$ cat config.mk
export PLATFORM = sky130hd
export DESIGN_NAME = mc_controller
export DESIGN_NICKNAME = d
export VERILOG_FILES = /design/src/rtl/mc_controller.sv
export SDC_FILE = /design/constraint.sdc
export NUM_CORES = 1
export LEC_CHECK = 0
export ABC_AREA = 1
export BUFFER_PORTS_ARGS = -buffer_cell sky130_fd_sc_hd__buf_2
export CAP_MARGIN = 20
export CORE_MARGIN = 1.5
export CORE_UTILIZATION = 38
export DETAILED_ROUTE_END_ITERATION = 10
export PLACE_DENSITY_LB_ADDON = 0.15
export SYNTH_ARGS = -nofsm -noshare
export SYNTH_HDL_FRONTEND = slang
export SYNTH_SLANG_ARGS = --single-unit
$ cat constraint.sdc
create_clock -name clk -period 1.2 [get_ports clk]
set_input_delay 0.24 -clock clk [delete_from_list [all_inputs] [get_ports clk]]
set_output_delay 0.24 -clock clk [all_outputs]
set_load 0.05 [all_outputs]
$ cat src/rtl/mc_controller.sv
// rtl/mc_controller.sv - multicycle RV32 control FSM
// The state register is the only storage; every output is decoded from it.
module mc_controller (
  input  logic       clk,
  input  logic       rst,
  input  logic [6:0] op,
  input  logic [2:0] funct3,
  input  logic [6:0] funct7,
  input  logic       Zero,
  input  logic       mem_ready,
  output logic       PCWrite,
  output logic       AdrSrc,
  output logic       MemRead,
  output logic       MemWrite,
  output logic       IRWrite,
  output logic       RegWrite,
  output logic [1:0] ResultSrc,
  output logic [1:0] ALUSrcA,
  output logic [1:0] ALUSrcB,
  output logic [3:0] ALUctrl,
  output logic [2:0] ImmSrc,
  output logic [3:0] state,
  output logic       illegal
);

  typedef enum logic [3:0] {
    S_FETCH  = 4'd0,
    S_DECODE = 4'd1,
    S_MEMADR = 4'd2,
    S_MEMRD  = 4'd3,
    S_MEMWB  = 4'd4,
    S_MEMWR  = 4'd5,
    S_EXER   = 4'd6,
    S_EXEI   = 4'd7,
    S_ALUWB  = 4'd8,
    S_BRANCH = 4'd9,
    S_JAL    = 4'd10,
    S_TRAP   = 4'd11
  } state_t;

  localparam logic [3:0] ALU_ADD  = 4'b0000;
  localparam logic [3:0] ALU_SUB  = 4'b0001;
  localparam logic [3:0] ALU_XOR  = 4'b0010;
  localparam logic [3:0] ALU_OR   = 4'b0011;
  localparam logic [3:0] ALU_AND  = 4'b0100;
  localparam logic [3:0] ALU_SLL  = 4'b0101;
  localparam logic [3:0] ALU_SRL  = 4'b0110;
  localparam logic [3:0] ALU_SRA  = 4'b0111;
  localparam logic [3:0] ALU_SLT  = 4'b1000;
  localparam logic [3:0] ALU_SLTU = 4'b1001;

  localparam logic [2:0] IMM_I = 3'b000;
  localparam logic [2:0] IMM_S = 3'b010;
  localparam logic [2:0] IMM_B = 3'b011;
  localparam logic [2:0] IMM_J = 3'b101;

  localparam logic [6:0] OP_LOAD   = 7'b0000011;
  localparam logic [6:0] OP_STORE  = 7'b0100011;
  localparam logic [6:0] OP_RTYPE  = 7'b0110011;
  localparam logic [6:0] OP_ITYPE  = 7'b0010011;
  localparam logic [6:0] OP_BRANCH = 7'b1100011;
  localparam logic [6:0] OP_JAL    = 7'b1101111;

  state_t cur, nxt;

  logic [3:0] arith_op;
  logic       f7_ok;
  logic [3:0] br_op;
  logic       br_take;
  logic       br_bad;

  always_ff @(posedge clk or posedge rst) begin
    if (rst) cur <= S_FETCH;
    else     cur <= nxt;
  end

  // Register-register and immediate ALU decode; only EXER may pick SUB.
  always_comb begin
    arith_op = ALU_ADD;
    case (funct3)
      3'b000: arith_op = (cur == S_EXER && funct7 == 7'h20) ? ALU_SUB : ALU_ADD;
      3'b001: arith_op = ALU_SLL;
      3'b010: arith_op = ALU_SLT;
      3'b011: arith_op = ALU_SLTU;
      3'b100: arith_op = ALU_XOR;
      3'b101: arith_op = (funct7 == 7'h20) ? ALU_SRA : ALU_SRL;
      3'b110: arith_op = ALU_OR;
      default: arith_op = ALU_AND;
    endcase
  end

  assign f7_ok = (funct7 == 7'h00) || (funct7 == 7'h20);

  always_comb begin
    br_op   = ALU_ADD;
    br_take = 1'b0;
    br_bad  = 1'b0;
    case (funct3)
      3'b000: begin br_op = ALU_SUB;  br_take = Zero;  end
      3'b001: begin br_op = ALU_SUB;  br_take = ~Zero; end
      3'b100: begin br_op = ALU_SLT;  br_take = ~Zero; end
      3'b101: begin br_op = ALU_SLT;  br_take = Zero;  end
      3'b110: begin br_op = ALU_SLTU; br_take = ~Zero; end
      3'b111: begin br_op = ALU_SLTU; br_take = Zero;  end
      default: br_bad = 1'b1;
    endcase
  end

  always_comb begin
    nxt       = cur;
    PCWrite   = 1'b0;
    AdrSrc    = 1'b0;
    MemRead   = 1'b0;
    MemWrite  = 1'b0;
    IRWrite   = 1'b0;
    RegWrite  = 1'b0;
    ResultSrc = 2'b00;
    ALUSrcA   = 2'b00;
    ALUSrcB   = 2'b00;
    ALUctrl   = ALU_ADD;
    ImmSrc    = IMM_I;
    case (cur)
      S_FETCH: begin
        MemRead   = 1'b1;
        ALUSrcB   = 2'b10;
        ResultSrc = 2'b10;
        IRWrite   = mem_ready;
        PCWrite   = mem_ready;
        if (mem_ready) nxt = S_DECODE;
      end
      S_DECODE: begin
        // ALUOut captures OldPC+imm: the branch target, or the JAL target.
        ALUSrcA = 2'b01;
        ALUSrcB = 2'b01;
        ImmSrc  = (op == OP_JAL) ? IMM_J : IMM_B;
        case (op)
          OP_LOAD, OP_STORE: nxt = S_MEMADR;
          OP_RTYPE:          nxt = S_EXER;
          OP_ITYPE:          nxt = S_EXEI;
          OP_BRANCH:         nxt = S_BRANCH;
          OP_JAL:            nxt = S_JAL;
          default:           nxt = S_TRAP;
        endcase
      end
      S_MEMADR: begin
        ALUSrcA = 2'b10;
        ALUSrcB = 2'b01;
        ImmSrc  = (op == OP_STORE) ? IMM_S : IMM_I;
        nxt     = (op == OP_STORE) ? S_MEMWR : S_MEMRD;
      end
      S_MEMRD: begin
        AdrSrc  = 1'b1;
        MemRead = 1'b1;
        if (mem_ready) nxt = S_MEMWB;
      end
      S_MEMWB: begin
        ResultSrc = 2'b01;
        RegWrite  = 1'b1;
        nxt       = S_FETCH;
      end
      S_MEMWR: begin
        AdrSrc   = 1'b1;
        MemWrite = 1'b1;
        if (mem_ready) nxt = S_FETCH;
      end
      S_EXER: begin
        ALUSrcA = 2'b10;
        ALUctrl = arith_op;
        nxt     = f7_ok ? S_ALUWB : S_TRAP;
      end
      S_EXEI: begin
        ALUSrcA = 2'b10;
        ALUSrcB = 2'b01;
        ALUctrl = arith_op;
        nxt     = (funct3 == 3'b101 && !f7_ok) ? S_TRAP : S_ALUWB;
      end
      S_ALUWB: begin
        RegWrite = 1'b1;
        nxt      = S_FETCH;
      end
      S_BRANCH: begin
        ALUSrcA = 2'b10;
        ALUctrl = br_op;
        PCWrite = br_take;
        nxt     = br_bad ? S_TRAP : S_FETCH;
      end
      S_JAL: begin
        // PC takes the target from ALUOut while the ALU forms the link OldPC+4.
        ALUSrcA = 2'b01;
        ALUSrcB = 2'b10;
        PCWrite = 1'b1;
        nxt     = S_ALUWB;
      end
      default: nxt = S_TRAP;
    endcase
    if (rst) begin
      PCWrite  = 1'b0;
      MemRead  = 1'b0;
      MemWrite = 1'b0;
      IRWrite  = 1'b0;
      RegWrite = 1'b0;
    end
  end

  assign state   = cur;
  assign illegal = (cur == S_TRAP);

endmodule

==> results of run 1 <==
through the flow:
| stage | utilization, % | setup TNS [ps] | std cells | worst slack (ps) | instance area (um2) |
|---|---|---|---|---|---|
| after CTS | 95.6 | -9830 | 255 | -556 | 1670 |
| after detailed placement | 83.4 | -6850 | 249 | -466 | 1460 |
| after global placement | 83.4 | -6060 | 249 | -394 | 1460 |
| after floorplan | - | -9390 | 138 | -732 | 888 |
cells in the mapped netlist, types with 3 or more instances:
master | number | share of area (%)
nor2_4 | 4 | 6.3
dfrtp_1 | 4 | 14
inv_1 | 25 | 13
o21ai_0 | 3 | 2.1
nand2_1 | 34 | 18
nand3_1 | 15 | 10
nor2_1 | 27 | 14
nor2_2 | 3 | 2.6
nor3_1 | 3 | 2.1
nand2_2 | 6 | 5.2
cells by family after synthesis:
logic type | after synthesis | share of synthesized area (%)
compound gates | 11 | 8.87
simple gates | 96 | 63.1
flops | 4 | 13.9
buf+inv | 27 | 14.1
repair_timing:
item / in CTS
gates resized for setup: 54
setup buffers: 3
setup endpoints to repair: 25
==> flow_summary.ini, run 1 <==
[status]
status = aborted with a tool error
stop_stage = 5_1_grt
error_line = [ERROR DPL-0038] Utilization greater than 100%, impossible to legalize

[clocking]
cts_max_level = 1
ctsHoldBuffers = 0
numClockSinks = 4
cts_root_buf = clkbuf_4
cts_buffers = 3
clockBufferDepth = 2

[floorplanning]
rows = 15
die_h_um = 46.5
ios = 45
die_x_um = 46.5
initial_core_util_pct = 41.2

[synthesis]
synth_cell_types = 19
synth_seq_cells = 4
async_flop_share_pct = 100
synth_nets = 159
synth_edf_count = 0
synth_ff_type = dfrtp_1
syn_area_um2 = 719
syn_avg_cell_area_um2 = 5.21
yosysWarnings = 0
seq_area_frac_synth_pct = 13.9
postSynthCellCount = 138

[grt]
grt_max_degree = 8

[place]
dp_hpwl_mm = 2.36
numPortBuffers = 44
place.gp.congestion = 0.928

[sta]
worst_endpoint = PCWrite
worstEpCategory = primary output
==> inputs of run 2 (changes only) <==
--- a/config.mk
+++ b/config.mk
@@ -8,9 +8,9 @@
 export ABC_AREA = 1
 export BUFFER_PORTS_ARGS = -buffer_cell sky130_fd_sc_hd__buf_2
 export CAP_MARGIN = 20
-export CORE_MARGIN = 1.5
-export CORE_UTILIZATION = 38
+export CORE_AREA = 2 2 63 65
 export DETAILED_ROUTE_END_ITERATION = 10
+export DIE_AREA = 0 0 65 67
 export PLACE_DENSITY_LB_ADDON = 0.15
 export SYNTH_ARGS = -nofsm -noshare
 export SYNTH_HDL_FRONTEND = slang
==> constraint.sdc (replaced) <==
create_clock -name clk -period 1.55 [get_ports clk]
set_input_delay 0.31 -clock clk [delete_from_list [all_inputs] [get_ports clk]]
set_output_delay 0.31 -clock clk [all_outputs]
set_load 0.05 [all_outputs]
==> flow_summary.ini, run 2 <==
[detailed_routing]
drt-wirelength-per-cell_um = 10.4
met2WireLength_mm = 1.44
ant_nets = 0
drt-initial-drc-count = 26
drc_errors = 0
top_layer = met4
route.met3.wl_um = 91
first_pass_iters = 4
vias = 1178
avgViaCountPerCell = 4.24
drt-met1-wl_mm = 1.34
drt_wl_total_mm = 2.90

[status]
violations = negative setup slack
status = finished, violations left

[clocking]
path_clk_slew_ps = 30
cts_max_level = 1
numClockSinks = 4
cts_buffers = 3
ctsHoldBuffers = 0
clockBufferDepth = 2
cts_root_buf = clkbuf_8
insertion_delay_ps = 220
cts_tree = done

[synthesis]
synth_cell_types = 19
ys_top_cells_by_count = nand2_1 (34), nor2_1 (27), inv_1 (25)
synth_area_leader_cell = nand2_1
postSynthCellCount = 138
synth_top_area_share_pct = 17.7
synth_ff_type = dfrtp_1
syn_area_um2 = 719
synth.most_common_cell = nand2_1
synth_area_leaders = nand2_1 (18%), nor2_1 (14%), dfrtp_1 (14%)
seq_area_frac_synth_pct = 13.9
async_flop_share_pct = 100
yosysWarnings = 0
synth_edf_count = 0
synth_nets = 159
synth_seq_cells = 4
syn_avg_cell_area_um2 = 5.21

[setup_path]
worstRegToRegCells = 11
crit_start = state[3]
ff2ff_setup_slack_ps = -10
crit_required_ps = 1240
reg2reg_to = state[0]
critPathArrivalTime_ps = 1500
timing.rr.start = state[2]
crit_path_end_kind = primary output
critPathMaxFanout = 5
cp-start-kind = flip-flop
critPathKind = flip-flop to primary output

[place]
dp_hpwl_mm = 2.42
numPortBuffers = 44
place.gp.congestion = 0.734
pre_cts_slack_ps = -227

[sta]
finalSetupTns_ps = -3050
setup_ws_ps = -260
fin_worst_skew_ps = 0.975
worstMarginPinSlew_ps = 283
post-route-min-period_ps = 1810
relSlewSlack_pct = 81.0
finalHoldViolCount = 0
drv_slew = 0
timing.final.crit_share_pct = 117
fmax_mhz = 553
rsz0062_at_grt = true
setup_viol = 21

[layout]
regArea_um2 = 105
most-common-layout-cells = buf_4 (40), nand2_1 (27), buf_2 (24)
antenna_cells = 0
final_util_pct = 50.0
syn2layout_area_growth_pct = 151
nNetsFinal = 253
final_layout_size_suffix_gt1_share_pct = 65.7
largest_reg_flops = 4
fillers = 358
multi_input_area_um2 = 757
final_common_cell = buf_4

[worst_hold_path]
hp-class = primary input to async pin

[pwr]
power.total_mw = 4.19
vdd_drop_max_mv = 0.996
p_per_area_mw_per_mm2 = 2320
power.leakage_nw = 0.923

[floorplanning]
die-area_mm2 = 0.00436
floorplan.core_area_mm2 = 0.00361
die_x_um = 65
die_h_um = 67
initial_core_util_pct = 20.0
rows = 22
ios = 45

[grt]
grt_pass1_wl_mm = 4.76
grt_pass1_vias = 1115
track_usage_pct = 14.1
antenna_found_initial = 0
grt_max_degree = 7
grt-ovfl-total = 0

[job]
max_cap_viol_count = 0
==> run 2: cell counts after synthesis <==
No cell type changed its count.
==> run 2: worst max-delay path, cell delays in order, from the launching register on <==
cell and delay [ps]:
dfrtp_2 440, nor2_4 180, buf_6 130, nand2_4 60, clkinvlp_4 90, nand2_4 70, a31oi_4 130, buf_6 170
==> run 2: stage by stage <==
stage	hold WS (ps)	cells	instance area, um2
after global placement	337	267	1440
after CTS	113	273	1720
after detailed placement	340	267	1440
after global routing	135	278	1800
after floorplan	76.1	138	878
final	108	278	1800
==> run 2: cell type report <==
type / instances / share of cell area [%]
Inverter: 27 / 6.24
Sequential cell: 4 / 5.83
Tap cell: 48 / 3.33
Timing Repair Buffer: 89 / 40.4
Clock buffer: 3 / 2.29
Multi-Input combinational cell: 107 / 42.0
==> run 2: repair_timing <==
item | in CTS | in global routing
setup endpoints to repair | 21 | 23
hold endpoints to repair | 0 | 0
pin swaps | 4 | 13
resized for setup | 70 | 12
cloned | 0 | 0
buffers inserted | 3 | 5
==> run 2: metal layers <==
layer | global-route usage, % | vias to the layer above
met5 | 0 | -
met1 | 17.6 | 525
li1 | - | 617
met2 | 25.3 | 32
met4 | 5.59 | 0
met3 | 0.507 | 4
==> run 2: worst max-delay path by stage <==
stage | endpoint | slack (ps) | depth (start not counted)
after global placement | ImmSrc[1] | -190 | 6
after CTS | PCWrite | -240 | 7
after floorplan | ALUSrcB[0] | -450 | 5
after global routing | ALUctrl[0] | -310 | 9
after detailed placement | ImmSrc[1] | -230 | 6
final | PCWrite | -260 | 7
==> run 2: power breakdown <==
| group | internal [mW] | total (mW) | leakage, nW | switching (mW) |
|---|---|---|---|---|
| Clock | 0.165 | 0.215 | 0.0216 | 0.0501 |
| Combinational | 1.54 | 3.68 | 0.857 | 2.15 |
| Sequential | 0.174 | 0.287 | 0.0448 | 0.112 |
| Total | 1.87 | 4.19 | 0.923 | 2.31 |
==> run 2: cell families after synthesis <==
logic type,Yosys count,share of synthesized area (%)
AOI/OAI and AO/OA,11,8.87
and+or+nand+nor,96,63.1
DFF,4,13.9
buffers and inverters,27,14.1
Power figures use the tool's default switching activity.
==> inputs of run 3 (changes only) <==
--- a/config.mk
+++ b/config.mk
@@ -15,3 +15,4 @@
 export SYNTH_ARGS = -nofsm -noshare
 export SYNTH_HDL_FRONTEND = slang
 export SYNTH_SLANG_ARGS = --single-unit
+export TNS_END_PERCENT = 5
==> flow_summary.ini, run 3 (synthesized netlist as in run 2, its figures left out) <==
[clocking]
cts_buffers = 3
cts_root_buf = clkbuf_8
cts_tree = done
path_clk_slew_ps = 30
clockBufferDepth = 2
cts_max_level = 1
numClockSinks = 4
insertion_delay_ps = 210

[sta]
timing.final.crit_share_pct = 116
fin_worst_skew_ps = 0.113
holdWs_ps = 81.2
finalSetupTns_ps = -3020
relSlewSlack_pct = 73.8
setup_ws_ps = -242
post-route-min-period_ps = 1790
rsz0062_at_grt = true
worstMarginPinSlew_ps = 390
finalHoldViolCount = 0
drv_slew = 0
setup_viol = 20
fmax_mhz = 558

[grt]
grt_max_degree = 7
track_usage_pct = 13.4
antenna_found_initial = 0
grt_pass1_vias = 1073
grt-ovfl-total = 0
grt_pass1_wl_mm = 4.55

[pwr]
power.leakage_nw = 0.853
p_per_area_mw_per_mm2 = 2350
vdd_drop_max_mv = 1.41
power.total_mw = 3.80

[setup_path]
critPathArrivalTime_ps = 1480
crit_buf_inv = 4
crit_family = flip-flops
timing.rr.start = state[0]
crit_chain = nor2_4 -> buf_6 -> inv_2 -> nor2_4 -> inv_2 -> o211ai_1 -> buf_4
critPathMaxFanout = 5
critPathKind = flip-flop to primary output
path_depth = 7
ff2ff_setup_slack_ps = 20
critPathCapture = ALUSrcB[0]
worstRegToRegCells = 10
cpPeakStageDelay_ps = 440
crit_path_end_kind = primary output
cp-start-kind = flip-flop
reg2reg_to = state[1]
crit_required_ps = 1240
slowest_stage = dfrtp_2
crit_start = state[3]

[layout]
final_common_cell = buf_4
antenna_cells = 0
final_layout_size_suffix_gt1_share_pct = 60.6
most-common-layout-cells = buf_4 (39), nand2_1 (31), buf_2 (24)
final_area_mm2 = 0.00162
syn2layout_area_growth_pct = 125
largest_reg_flops = 4
nNetsFinal = 249
final_cells = 274
final_util_pct = 44.9

[floorplanning]
die-area_mm2 = 0.00436
die_h_um = 67
initial_core_util_pct = 20.0
rows = 22
die_x_um = 65
floorplan.core_area_mm2 = 0.00361
ios = 45

[status]
status = finished, violations left
violations = negative setup slack

[detailed_routing]
drt-wirelength-per-cell_um = 10.6
ant_nets = 0
avgViaCountPerCell = 4.18
vias = 1144
drt_wl_total_mm = 2.89
drc_errors = 0
first_pass_iters = 4
drt-initial-drc-count = 25

[place]
dp_hpwl_mm = 2.39
dp_cells = 267
place.gp.congestion = 0.814
pre_cts_slack_ps = -204
numPortBuffers = 44
placed_cell_area_mm2 = 0.00133

[worst_hold_path]
hp-class = primary input to async pin

[job]
max_cap_viol_count = 0
-- run 3: repair_timing --
action / CTS / global route
setup buffers: 4 / 0
pin swaps: 6 / 6
resized for setup: 58 / 11
hold buffers: 0 / 0
setup endpoints to repair: 20 / 22
-- run 3: how the worst min path moves through the flow --
| stage | from | end | slack [ps] | cells past startpoint |
|---|---|---|---|---|
| detailed placement | rst | state[2] | 300 | 2 |
| global route | rst | state[0] | 100 | 2 |
| global placement | rst | state[2] | 300 | 2 |
| floorplan | rst | state[0] | 80 | 1 |
| CTS | rst | state[0] | 90 | 2 |
| finish | rst | state[2] | 80 | 2 |
-- run 3: final cells by class --
type                       count  area (um2)
multi-input combinational    107         634
timing repair buffer          85         672
sequential                     4         105
tap                           48        60.1
inverter                      27         105
fill                         392        1990
clock buffer                   3        41.3
-- run 3: layer usage --
| layer | routed length, um | vias to the layer above | GRT usage [%] |
|---|---|---|---|
| met3 | 143 | 0 | 1.52 |
| met2 | 1500 | 35 | 24.9 |
| met4 | 0 | 0 | 2.39 |
| met5 | 0 | - | 0 |
| met1 | 1250 | 503 | 16.5 |
| li1 | - | 606 | - |
-- run 3: where the power goes --
part           internal, mW  switching, mW
combinational          1.32           1.99
sequential            0.174          0.106
clock                 0.165         0.0479
total                  1.66           2.14
==> inputs of run 4 (changes only) <==
--- a/config.mk
+++ b/config.mk
@@ -9,6 +9,7 @@
 export BUFFER_PORTS_ARGS = -buffer_cell sky130_fd_sc_hd__buf_2
 export CAP_MARGIN = 20
 export CORE_AREA = 2 2 63 65
+export CTS_BUF_LIST = sky130_fd_sc_hd__clkbuf_16
 export DETAILED_ROUTE_END_ITERATION = 10
 export DIE_AREA = 0 0 65 67
 export PLACE_DENSITY_LB_ADDON = 0.15
==> flow_summary.ini, run 4 (synthesized netlist as in run 2, its figures left out) <==
[sta]
worstMarginPinSlew_ps = 391
timing.final.crit_share_pct = 116
fmax_mhz = 555
relSlewSlack_pct = 73.7
drv_slew = 0
setup_viol = 20
setup_ws_ps = -251
finalHoldViolCount = 0
finalSetupTns_ps = -3160
fin_worst_skew_ps = 0.919
rsz0062_at_grt = true
post-route-min-period_ps = 1800

[clocking]
path_clk_slew_ps = 30
cts_root_buf = clkbuf_16
numClockSinks = 4
ctsHoldBuffers = 0
cts_tree = done
cts_max_level = 1
cts_buffers = 3
clockBufferDepth = 2
insertion_delay_ps = 220

[floorplanning]
die-area_mm2 = 0.00436
die_h_um = 67
floorplan.core_area_mm2 = 0.00361
ios = 45
initial_core_util_pct = 20.0
die_x_um = 65
rows = 22

[pwr]
p_per_area_mw_per_mm2 = 2410
power.leakage_nw = 0.868
vdd_drop_max_mv = 1.29

[grt]
track_usage_pct = 13.5
grt_pass1_wl_mm = 4.59
grt_pass1_vias = 1076
grt_max_degree = 7
grt-ovfl-total = 0
antenna_found_initial = 0

[layout]
most-common-layout-cells = buf_4 (39), nand2_1 (31), buf_2 (24)
antenna_cells = 0
largest_reg_flops = 4
nNetsFinal = 249
final_common_cell = buf_4
final_cells = 274
syn2layout_area_growth_pct = 130
final_layout_size_suffix_gt1_share_pct = 60.6

[detailed_routing]
ant_nets = 0
drt-initial-drc-count = 28
drc_errors = 0
vias = 1146
drt-wirelength-per-cell_um = 10.6
drt_wl_total_mm = 2.89
avgViaCountPerCell = 4.18
first_pass_iters = 4

[setup_path]
reg2reg_to = state[1]
slowest_stage = dfrtp_2
crit_family = buffers and inverters
crit_buf_inv = 4
cpPeakStageDelay_ps = 430
timing.rr.start = state[0]
critPathKind = flip-flop to primary output
ff2ff_setup_slack_ps = 30
worstRegToRegCells = 10
crit_required_ps = 1240
cp-start-kind = flip-flop
crit_path_end_kind = primary output
critPathMaxFanout = 5
critPathArrivalTime_ps = 1490
crit_chain = nor2_4 -> buf_6 -> inv_2 -> nor2_4 -> inv_2 -> o211ai_1 -> buf_4

[place]
dp_cells = 267
dp_hpwl_mm = 2.39
place.gp.congestion = 0.814
numPortBuffers = 44

[worst_hold_path]
hp-class = primary input to async pin

[job]
max_cap_viol_count = 0

[status]
status = finished, violations left
violations = negative setup slack
==> run 4: cell counts in the layout (fill, tap and decap cells not counted) <==
Identical to the previous run, type by type.
==> run 4: power by group <==
part	switching [mW]	total, mW	internal [mW]
Combinational	1.99	3.31	1.32
Clock	0.0683	0.397	0.329
Sequential	0.105	0.280	0.174
Total	2.16	3.98	1.82
==> run 4: layout make-up <==
cell class	count	area [um2]
Clock buffer	3	75.1
Fill cell	391	1950
Inverter	27	105
Multi-Input combinational cell	107	634
Sequential cell	4	105
Tap cell	48	60.1
Timing Repair Buffer	85	672
==> run 4: how the worst max path moves through the flow <==
stage,to,start,cells past startpoint
2_1_floorplan,ALUSrcB[0],state[3],5
3_3_place_gp,PCWrite,state[3],7
3_5_place_dp,PCWrite,state[3],7
4_1_cts,ALUctrl[1],state[3],6
5_1_grt,ALUSrcB[0],state[3],7
6_report,ALUSrcB[0],state[3],7
==> run 4: timing repair <==
item | 4_1_cts | 5_1_grt
setup endpoints to repair | 20 | 22
pin swaps | 5 | 5
resized for setup | 58 | 11
setup buffers | 4 | 0
==> run 4: layer usage <==
layer / global-route usage (%) / part of all wire [%] / vias to the layer above
met3: 1.01 / 4.3 / 2
met5: 0 / 0 / -
met1: 16.6 / 44 / 501
met4: 3.99 / 0.28 / 0
li1: - / - / 609
met2: 25.0 / 52 / 34
==> run 4: through the flow <==
step | setup slack, ps | power [mW] | util (%) | instance area (um2) | hold slack [ps]
global placement | -161 | 2.97 | 37.0 | 1330 | 297
CTS | -257 | 3.91 | 44.9 | 1620 | 75.9
detailed placement | -204 | 2.98 | 37.0 | 1330 | 301
floorplan | -453 | 2.00 | - | 776 | 76.1
global route | -310 | 4.22 | 45.8 | 1650 | 98.0
finish | -251 | 3.98 | 45.8 | 1650 | 72.8
